[src/rtl/regfile_wb_arbiter_if.sv]
// Writeback bus between the two requesters (ALU result, memory load) and the
// register-file write channel, plus the pending-write mask seen by decode.
interface regfile_wb_arbiter_if #(
    parameter int DATA_W = 8,
    parameter int ADDR_W = 2
);
    localparam int NREG = 1 << ADDR_W;

    logic              a_valid;
    logic [ADDR_W-1:0] a_nd;
    logic [DATA_W-1:0] a_di;
    logic              a_ready;
    logic              b_valid;
    logic [ADDR_W-1:0] b_nd;
    logic [DATA_W-1:0] b_di;
    logic              b_ready;
    logic [ADDR_W-1:0] nd;
    logic [DATA_W-1:0] di;
    logic              reg_we;
    logic [NREG-1:0]   pending;

    modport master (
        output a_valid, a_nd, a_di, b_valid, b_nd, b_di,
        input  a_ready, b_ready, nd, di, reg_we, pending
    );

    modport slave (
        input  a_valid, a_nd, a_di, b_valid, b_nd, b_di,
        output a_ready, b_ready, nd, di, reg_we, pending
    );
endinterface

[src/rtl/regfile_wb_arbiter.sv]
// Two-requester writeback arbiter: one-entry buffer per side, oldest-first commit,
// round-robin between equal-age entries, registered write channel to the register file.
module regfile_wb_arbiter #(
    parameter int DATA_W = 8,
    parameter int ADDR_W = 2
) (
    input logic                  Clock,
    input logic                  Reset,
    regfile_wb_arbiter_if.slave  bus
);
    localparam int NREG = 1 << ADDR_W;

    typedef enum logic [1:0] {OLD_TIE = 2'd0, OLD_A = 2'd1, OLD_B = 2'd2} old_t;

    logic              a_full_p0, b_full_p0;
    logic [ADDR_W-1:0] a_nd_p0, b_nd_p0;
    logic [DATA_W-1:0] a_di_p0, b_di_p0;
    old_t              old_q, old_d;
    logic              rr_q, rr_d;
    logic              gnt_a, gnt_b, tie;
    logic              a_ready, b_ready, acc_a, acc_b;
    logic              a_full_d, b_full_d;
    logic              vld_p1;
    logic [ADDR_W-1:0] nd_p1;
    logic [DATA_W-1:0] di_p1;
    logic [NREG-1:0]   pend;

    // Grant is decided purely from flops; rr_q=1 means B wins the next tie.
    always_comb begin
        gnt_a = 1'b0;
        gnt_b = 1'b0;
        tie   = 1'b0;
        if (a_full_p0 && b_full_p0) begin
            unique case (old_q)
                OLD_A:   gnt_a = 1'b1;
                OLD_B:   gnt_b = 1'b1;
                default: begin
                    tie = 1'b1;
                    if ((a_nd_p0 == b_nd_p0) || !rr_q) gnt_a = 1'b1;
                    else                               gnt_b = 1'b1;
                end
            endcase
        end else begin
            gnt_a = a_full_p0;
            gnt_b = b_full_p0;
        end
    end

    assign a_ready = ~a_full_p0 | gnt_a;
    assign b_ready = ~b_full_p0 | gnt_b;
    assign acc_a   = bus.a_valid & a_ready;
    assign acc_b   = bus.b_valid & b_ready;

    // A freshly loaded entry is always younger than one that stays.
    always_comb begin
        a_full_d = acc_a | (a_full_p0 & ~gnt_a);
        b_full_d = acc_b | (b_full_p0 & ~gnt_b);
        old_d    = old_q;
        if (a_full_d && b_full_d) begin
            if (acc_a && acc_b) old_d = OLD_TIE;
            else if (acc_a)     old_d = OLD_B;
            else if (acc_b)     old_d = OLD_A;
        end else if (a_full_d) begin
            old_d = OLD_A;
        end else if (b_full_d) begin
            old_d = OLD_B;
        end else begin
            old_d = OLD_TIE;
        end
        rr_d = tie ? gnt_a : rr_q;
    end

    // Stage p0 -> p1: buffer state and the registered write channel.
    always_ff @(posedge Clock) begin
        if (Reset) begin
            a_full_p0 <= 1'b0;
            b_full_p0 <= 1'b0;
            old_q     <= OLD_TIE;
            rr_q      <= 1'b0;
            vld_p1    <= 1'b0;
            nd_p1     <= '0;
            di_p1     <= '0;
        end else begin
            a_full_p0 <= a_full_d;
            b_full_p0 <= b_full_d;
            old_q     <= old_d;
            rr_q      <= rr_d;
            vld_p1    <= gnt_a | gnt_b;
            if (gnt_a) begin
                nd_p1 <= a_nd_p0;
                di_p1 <= a_di_p0;
            end else if (gnt_b) begin
                nd_p1 <= b_nd_p0;
                di_p1 <= b_di_p0;
            end
        end
    end

    // Buffer payloads are qualified by the full flags and need no reset.
    always_ff @(posedge Clock) begin
        if (acc_a) begin
            a_nd_p0 <= bus.a_nd;
            a_di_p0 <= bus.a_di;
        end
        if (acc_b) begin
            b_nd_p0 <= bus.b_nd;
            b_di_p0 <= bus.b_di;
        end
    end

    always_comb begin
        pend = '0;
        for (int r = 0; r < NREG; r++) begin
            pend[r] = (a_full_p0 && (a_nd_p0 == ADDR_W'(r))) ||
                      (b_full_p0 && (b_nd_p0 == ADDR_W'(r))) ||
                      (vld_p1    && (nd_p1   == ADDR_W'(r)));
        end
    end

    assign bus.a_ready = a_ready;
    assign bus.b_ready = b_ready;
    assign bus.nd      = nd_p1;
    assign bus.di      = di_p1;
    assign bus.reg_we  = vld_p1;
    assign bus.pending = pend;
endmodule

[src/flat_wrapper.sv]
// flat-port wrapper written by rule: the top's interface ports become plain ports
module regfile_wb_arbiter_flat 
#(
    parameter int DATA_W = 8,
    parameter int ADDR_W = 2
)
  (Clock, Reset, bus_a_valid, bus_a_nd, bus_a_di, bus_b_valid, bus_b_nd, bus_b_di, bus_a_ready, bus_b_ready, bus_nd, bus_di, bus_reg_we, bus_pending);
  regfile_wb_arbiter_if #(.DATA_W(DATA_W), .ADDR_W(ADDR_W)) bus_i ();
  input logic Clock;
  input logic Reset;
  input wire logic [$bits(bus_i.a_valid)-1:0] bus_a_valid;
  input wire logic [$bits(bus_i.a_nd)-1:0] bus_a_nd;
  input wire logic [$bits(bus_i.a_di)-1:0] bus_a_di;
  input wire logic [$bits(bus_i.b_valid)-1:0] bus_b_valid;
  input wire logic [$bits(bus_i.b_nd)-1:0] bus_b_nd;
  input wire logic [$bits(bus_i.b_di)-1:0] bus_b_di;
  output wire logic [$bits(bus_i.a_ready)-1:0] bus_a_ready;
  output wire logic [$bits(bus_i.b_ready)-1:0] bus_b_ready;
  output wire logic [$bits(bus_i.nd)-1:0] bus_nd;
  output wire logic [$bits(bus_i.di)-1:0] bus_di;
  output wire logic [$bits(bus_i.reg_we)-1:0] bus_reg_we;
  output wire logic [$bits(bus_i.pending)-1:0] bus_pending;
  assign bus_i.a_valid = bus_a_valid;
  assign bus_i.a_nd = bus_a_nd;
  assign bus_i.a_di = bus_a_di;
  assign bus_i.b_valid = bus_b_valid;
  assign bus_i.b_nd = bus_b_nd;
  assign bus_i.b_di = bus_b_di;
  assign bus_a_ready = bus_i.a_ready;
  assign bus_b_ready = bus_i.b_ready;
  assign bus_nd = bus_i.nd;
  assign bus_di = bus_i.di;
  assign bus_reg_we = bus_i.reg_we;
  assign bus_pending = bus_i.pending;
  regfile_wb_arbiter #(.DATA_W(DATA_W), .ADDR_W(ADDR_W)) u_core (.Clock(Clock), .Reset(Reset), .bus(bus_i));
endmodule
[config.mk]
export PLATFORM = sky130hd
export DESIGN_NAME = regfile_wb_arbiter_flat
export DESIGN_NICKNAME = d
export VERILOG_FILES = /design/src/rtl/regfile_wb_arbiter_if.sv /design/src/rtl/regfile_wb_arbiter.sv /design/src/flat_wrapper.sv
export SDC_FILE = /design/constraint.sdc
export NUM_CORES = 1
export LEC_CHECK = 0
export BUFFER_PORTS_ARGS = -buffer_cell sky130_fd_sc_hd__buf_4
export CAP_MARGIN = 15
export CORE_MARGIN = 2
export CORE_UTILIZATION = 51
export DETAILED_ROUTE_END_ITERATION = 16
export HOLD_SLACK_MARGIN = 0.02
export MAX_ROUTING_LAYER = met4
export PLACE_DENSITY = 0.82
export REMOVE_ABC_BUFFERS = 1
export SLEW_MARGIN = 10
export SYNTH_ARGS = -nofsm -noshare
export SYNTH_HDL_FRONTEND = slang
export SYNTH_SLANG_ARGS = --single-unit
[constraint.sdc]
create_clock -name Clock -period 2.72 [get_ports Clock]
set_clock_uncertainty 0.2 [all_clocks]
set_input_delay 0 -clock Clock [delete_from_list [all_inputs] [get_ports Clock]]
set_output_delay 0 -clock Clock [all_outputs]
set_load 0.01 [all_outputs]
# Yosys cells after proc, flatten, opt, wreduce, memory -nomap -nowiden
# Cells that the tools add are included.
classes:
  eq_ne: 13
  n_mux: 18
  n_bitwise: 13
  n_reduce_logical: 30
ops:
  columns: ["operator", "n"]
  rows:
  - ["$mux W2", 8]
  - ["$mux W8", 2]
  - ["$logic_and A1 B1 Y1", 15]
  - ["$eq A2 B2 Y1 const B", 7]
  - ["$logic_or A1 B1 Y1", 9]
  - ["$eq A2 B1 Y1 const B", 4]
  - ["$logic_not A2 Y1", 3]
  - ["$mux W1", 6]
  - ["$or A1 B1 Y1", 5]
  - ["$and A1 B1 Y1", 4]
  - ["$ne A4 B2 Y1 const B", 1]
  - ["$not A1 Y1", 4]
  - ["$pmux W1 S2", 2]
  - ["$eq A2 B2 Y1", 1]
  - ["$reduce_bool A2 Y1", 1]
  - ["$reduce_or A2 Y1", 1]
  - ["$logic_not A1 Y1", 1]
word_totals:
  register_bits: 36
  input_bits: 24
  output_inout_bits: 17
  wordCells: 85

# Depth between registers and ports, before layout
logic_depth:
  word_depth: 11
  ltp_mapped: 7
  depth_no_buf: 7

# Worst setup path after synthesis
# OpenSTA, ideal clock, no wires.
synth_path:
  path_kind: "register -> register"
  startpoint: "register u_core.old_q[0]"
  endpoint: "register u_core.a_di_p0[0], enable pin"
  setup_time_ps: 376
  arrival_ps: 1465
  required_time_ps: 2144
  path_slack_ps: 679
  path_stages_with_launch: 7
  path_buffers: 1
  synth_period_minus_slack_ps: 2041
  path_cell_list: "dfxtp_1 -> inv_1 -> ha_1 -> or2_2 -> buf_2 -> a21oi_4 -> nor2_1"
synth_via:
  elab_chain_cells: 5
  elab_cells_between_ends: 6
  cone_classes: "eq/ne: 2; mux: 2; bitwise: 2"
synth_lines:
  columns: ["item", "line", "text"]
  rows:
  - ["from (decl)", "regfile_wb_arbiter.sv:18", "old_t old_q, old_d;"]
  - ["from (signal assigned)", "regfile_wb_arbiter.sv:86", "old_q <= old_d;"]
  - ["$eq A2 B2 Y1 / $eq A2 B1 Y1 (equally long branches)", "regfile_wb_arbiter.sv:34", "unique case (old_q)"]
  - ["$pmux W1 S2 (*)", "regfile_wb_arbiter.sv:34", null]
  - ["$mux W1 (*)", "regfile_wb_arbiter.sv:33", "if (a_full_p0 && b_full_p0) begin"]
  - ["$or A1 B1 Y1 (*)", "regfile_wb_arbiter.sv:49", "assign a_ready = ~a_full_p0 | gnt_a;"]
  - ["$and A1 B1 Y1 (*)", "regfile_wb_arbiter.sv:51", "assign acc_a = bus.a_valid & a_ready;"]
  - ["net u_core.acc_a", "regfile_wb_arbiter.sv:21", "logic a_ready, b_ready, acc_a, acc_b;"]
  - ["to (signal assigned)", "regfile_wb_arbiter.sv:103", "a_di_p0 <= bus.a_di;"]
  - ["to (decl)", "regfile_wb_arbiter.sv:17", "logic [DATA_W-1:0] a_di_p0, b_di_p0;"]
# The timed path passes the listed nets; every way through them passes the cells marked *.
# A chain may end at the register's enable or synchronous reset.

# Worst setup path in the final report
# Ends and elaborated chain as after synthesis.

==> reports/summary.txt <==
Initial antenna violation count - 0
Die Y - 59.80 um
Die area - 3575 um^2
Net Sw Power - 294.6 uW
CTS Buf Count - 5
Vias in the first global route - 1433
Setup crit end kind - flop
CTS sink count - 36
Most frequent cells after synthesis - edfxtp_1, dfxtp_1, nor2_1
Number of flops mapped to enable cells by yosys - 20
CP max stage delay - 0.67 ns
Pwr dens - 530.4 nW/um^2
Worst setup endpoint - u_core.a_di_p0[0]$_DFFE_PP_
CTS tree - done
GRT overflow - 0
Post-route clock period utilization - 0.8745
H-Tree Level Count - 2
Setup CP Type - flop to flop
Total Wirelength - 3977 um
Final setup fails - 0
I/O Buffers - 40
Switching Fraction - 0.2512
R2r worst-path depth - 6
Cell taking the most area after synthesis - edfxtp_1
Critical path buffer and inverter count - 1
Synth Warn # - 0
Critical Path RT - 2.49 ns
Worst setup SP type - flop
Most area-consuming cells after synthesis - edfxtp_1, dfxtp_1, o221a_2
DRC errors left - 0
Status - complete, no violations
Beginning of the critical path - u_core.old_q[0]$_SDFFE_PP0P_
Via-per-instance ratio - 5.734
DRT antenna net count - 0
Antenna Cells - 0
Syn Area/Cell - 11.51 um^2
Worst Path Max Fanout - 10
Root Driver - clkbuf_4
TNS Setup - 0 ns
# rows - 20
CTS clk-pin slew, worst paths - 0.11 ns
Largest net degree at the start of global routing - 28
Min-Delay Path Class - input port to flop
Top Family by Delay on Critical Path - simple AND/OR/NAND/NOR gates
Routed via count - 1359
Count leader, synth - edfxtp_1
Starting DRC count in detailed routing - 44
Worst EP arrival - 2.15 ns
Fmax achieved - 420.4 MHz
Initial Util - 0.5288
I/O Pins - 41
R2r setup slk - 0.34 ns
Levels on crit path - 6
Clk pwr share - 0.278
Share of cells above drive strength 1 - 0.3137
Yosys reg bits - 36
DR WL/cell - 16.78 um
Tot Pwr - 1.173 mW
Slew Viols, Final - 0
Crit-path slowest cell - nor2_1
CTS Buffer Depth - 2
Final #Nets - 229
# Max-Cap Violations - 0
Max-slew headroom - 0.4126
Leakage - 0.8859 nW
Area fraction of the dominant cell type after synthesis - 0.3783
First-pass DRT Iterations - 4
Worst Tran Pin Value - 0.8779 ns
IR drop worst, VDD - 0.0003518 V
First-pass GRT wire length - 6417 um
Synth unique cells - 39
Fill cells - 199
Combinational share of power - 0.174
DP HPWL - 2310 um
Period minus WS final - 2.379 ns
Asr flop ratio synth - 0
Post-synthesis sequential area ratio - 0.5800
Skew-Pair Late Insertion Delay - 0.34 ns
CP cell instances - inv_1 -> ha_1 -> nand2_1 -> a21o_2 -> a21oi_4 -> nor2_1
Mapped cell area - 1588 um^2
Core ar. - 3003 um^2
Fin. Hold Viols - 0
Postcts setup bufs - 0
Die X - 59.80 um
RSZ-0062 raised after global routing - no
Reg-to-reg endpoint - u_core.a_di_p0[0]$_DFFE_PP_
RR Startpoint - u_core.old_q[0]$_SDFFE_PP0P_
Mapped Cells - 138
Seq pwr share - 0.548
Synth Flop Type - edfxtp_1
Synthesis-to-finish area growth - 39.24%
Internal power - 878.2 uW
Routability congestion estimate - 0.7867
Total GRT Usage - 0.2574
metrics by stage:
step	hold WS, ns	setup WS, ns	util	instance area (um^2)	instances
CTS	0.1675	0.3399	0.7363	2211	237
global placement	-0.02183	0.4829	0.6300	1892	204
detailed placement	-0.02054	0.3582	0.6300	1892	204
floorplan	-0.1309	0.6801	-	1543	130
finish	0.1770	0.3414	0.7363	2211	237
global route	0.1602	0.2597	0.7363	2211	237
state kept, by name, summed over array words and instances (netlist names):
register and cells:
u_core.a_nd_p0 2, u_core.b_nd_p0 2, u_core.rr_q 1, u_core.a_full_p0 1, u_core.old_q 2, u_core.bus.reg_we 1
u_core.b_full_p0 1, u_core.bus.nd 2, u_core.bus.di 8, u_core.a_di_p0 8, u_core.b_di_p0 8
power by group through the flow:
stage          sequential, mW  combinational [mW]  clock (mW)
6_report                0.642               0.204       0.326
2_1_floorplan           0.657              0.0815           0
3_3_place_gp            0.650               0.167           0
3_5_place_dp            0.652               0.172           0
4_1_cts                 0.640               0.201       0.331
5_1_grt                 0.647               0.220       0.360
layout by cell type, fill, tap and decap left out, types with 4 or more instances in the layout:
| master | synthesis | routed |
|---|---|---|
| clkbuf_4 | 0 | 5 |
| o221a_2 | 9 | 9 |
| a211oi_1 | 10 | 10 |
| nor2_1 | 14 | 14 |
| nand2_1 | 6 | 6 |
| dlygate4sd3_1 | 0 | 25 |
| inv_1 | 7 | 7 |
| nor3_1 | 5 | 5 |
| a21oi_1 | 4 | 4 |
| edfxtp_1 | 20 | 20 |
| dfxtp_1 | 16 | 16 |
| nor2b_1 | 11 | 11 |
| buf_4 | 1 | 41 |
cell families (layout without fill, tap and decap cells):
kind of cell               count (synthesis)  count (layout)  synth area share
AOI/OAI and AO/OA                         37              37            0.2002
and+or+nand+nor                           45              45            0.1458
adders and majority gates                  2               2           0.01576
xor gates and xnor gates                   2               2           0.01103
DFF                                       36              36            0.5800
buffers and inverters                     16              82           0.04728
cell type report:
class                      count  area, um^2  share of cell area
clock buffer                   8       68.82             0.03113
sequential                    36       920.9              0.4165
tap                           33       41.29             0.01868
multi-input combinational     86       591.8              0.2677
inverter                       8       30.03             0.01358
timing repair buffer          66       558.0              0.2524
what timing repair did:
item | 4_1_cts | 5_1_grt
resized for setup | 0 | 0
hold buffers | 25 | 0
hold endpoints to repair | 36 | 0
worst reg2reg max path: stages, from the launching register on:
cell and delay, ns:
dfxtp_1 0.35, inv_1 0.06, ha_1 0.34, nand2_1 0.13, a21o_2 0.17, a21oi_4 0.08, nor2_1 0.67
how the worst min path moves through the flow:
stage                 from                           to  slack, ns  cells past startpoint
2_1_floorplan        Reset  u_core.a_full_p0$_SDFF_PP0_      -0.13                      1
3_3_place_gp   bus_b_di[0]  u_core.b_di_p0[0]$_DFFE_PP_      -0.02                      1
3_5_place_dp   bus_a_di[4]  u_core.a_di_p0[4]$_DFFE_PP_      -0.02                      1
4_1_cts        bus_a_di[6]  u_core.a_di_p0[6]$_DFFE_PP_       0.17                      2
5_1_grt        bus_b_nd[0]  u_core.b_nd_p0[0]$_DFFE_PP_       0.16                      2
6_report       bus_b_di[4]  u_core.b_di_p0[4]$_DFFE_PP_       0.18                      2
metal layers:
metal  GRT usage  vias to the layer above  share of wire
met4      0.1302                        0          0.031
met2      0.4332                       51           0.54
met3     0.07359                       14          0.055
met1      0.2737                      650           0.38
met5           -                        -              0
li1            -                      644              -
Power figures use the tool's default switching activity.
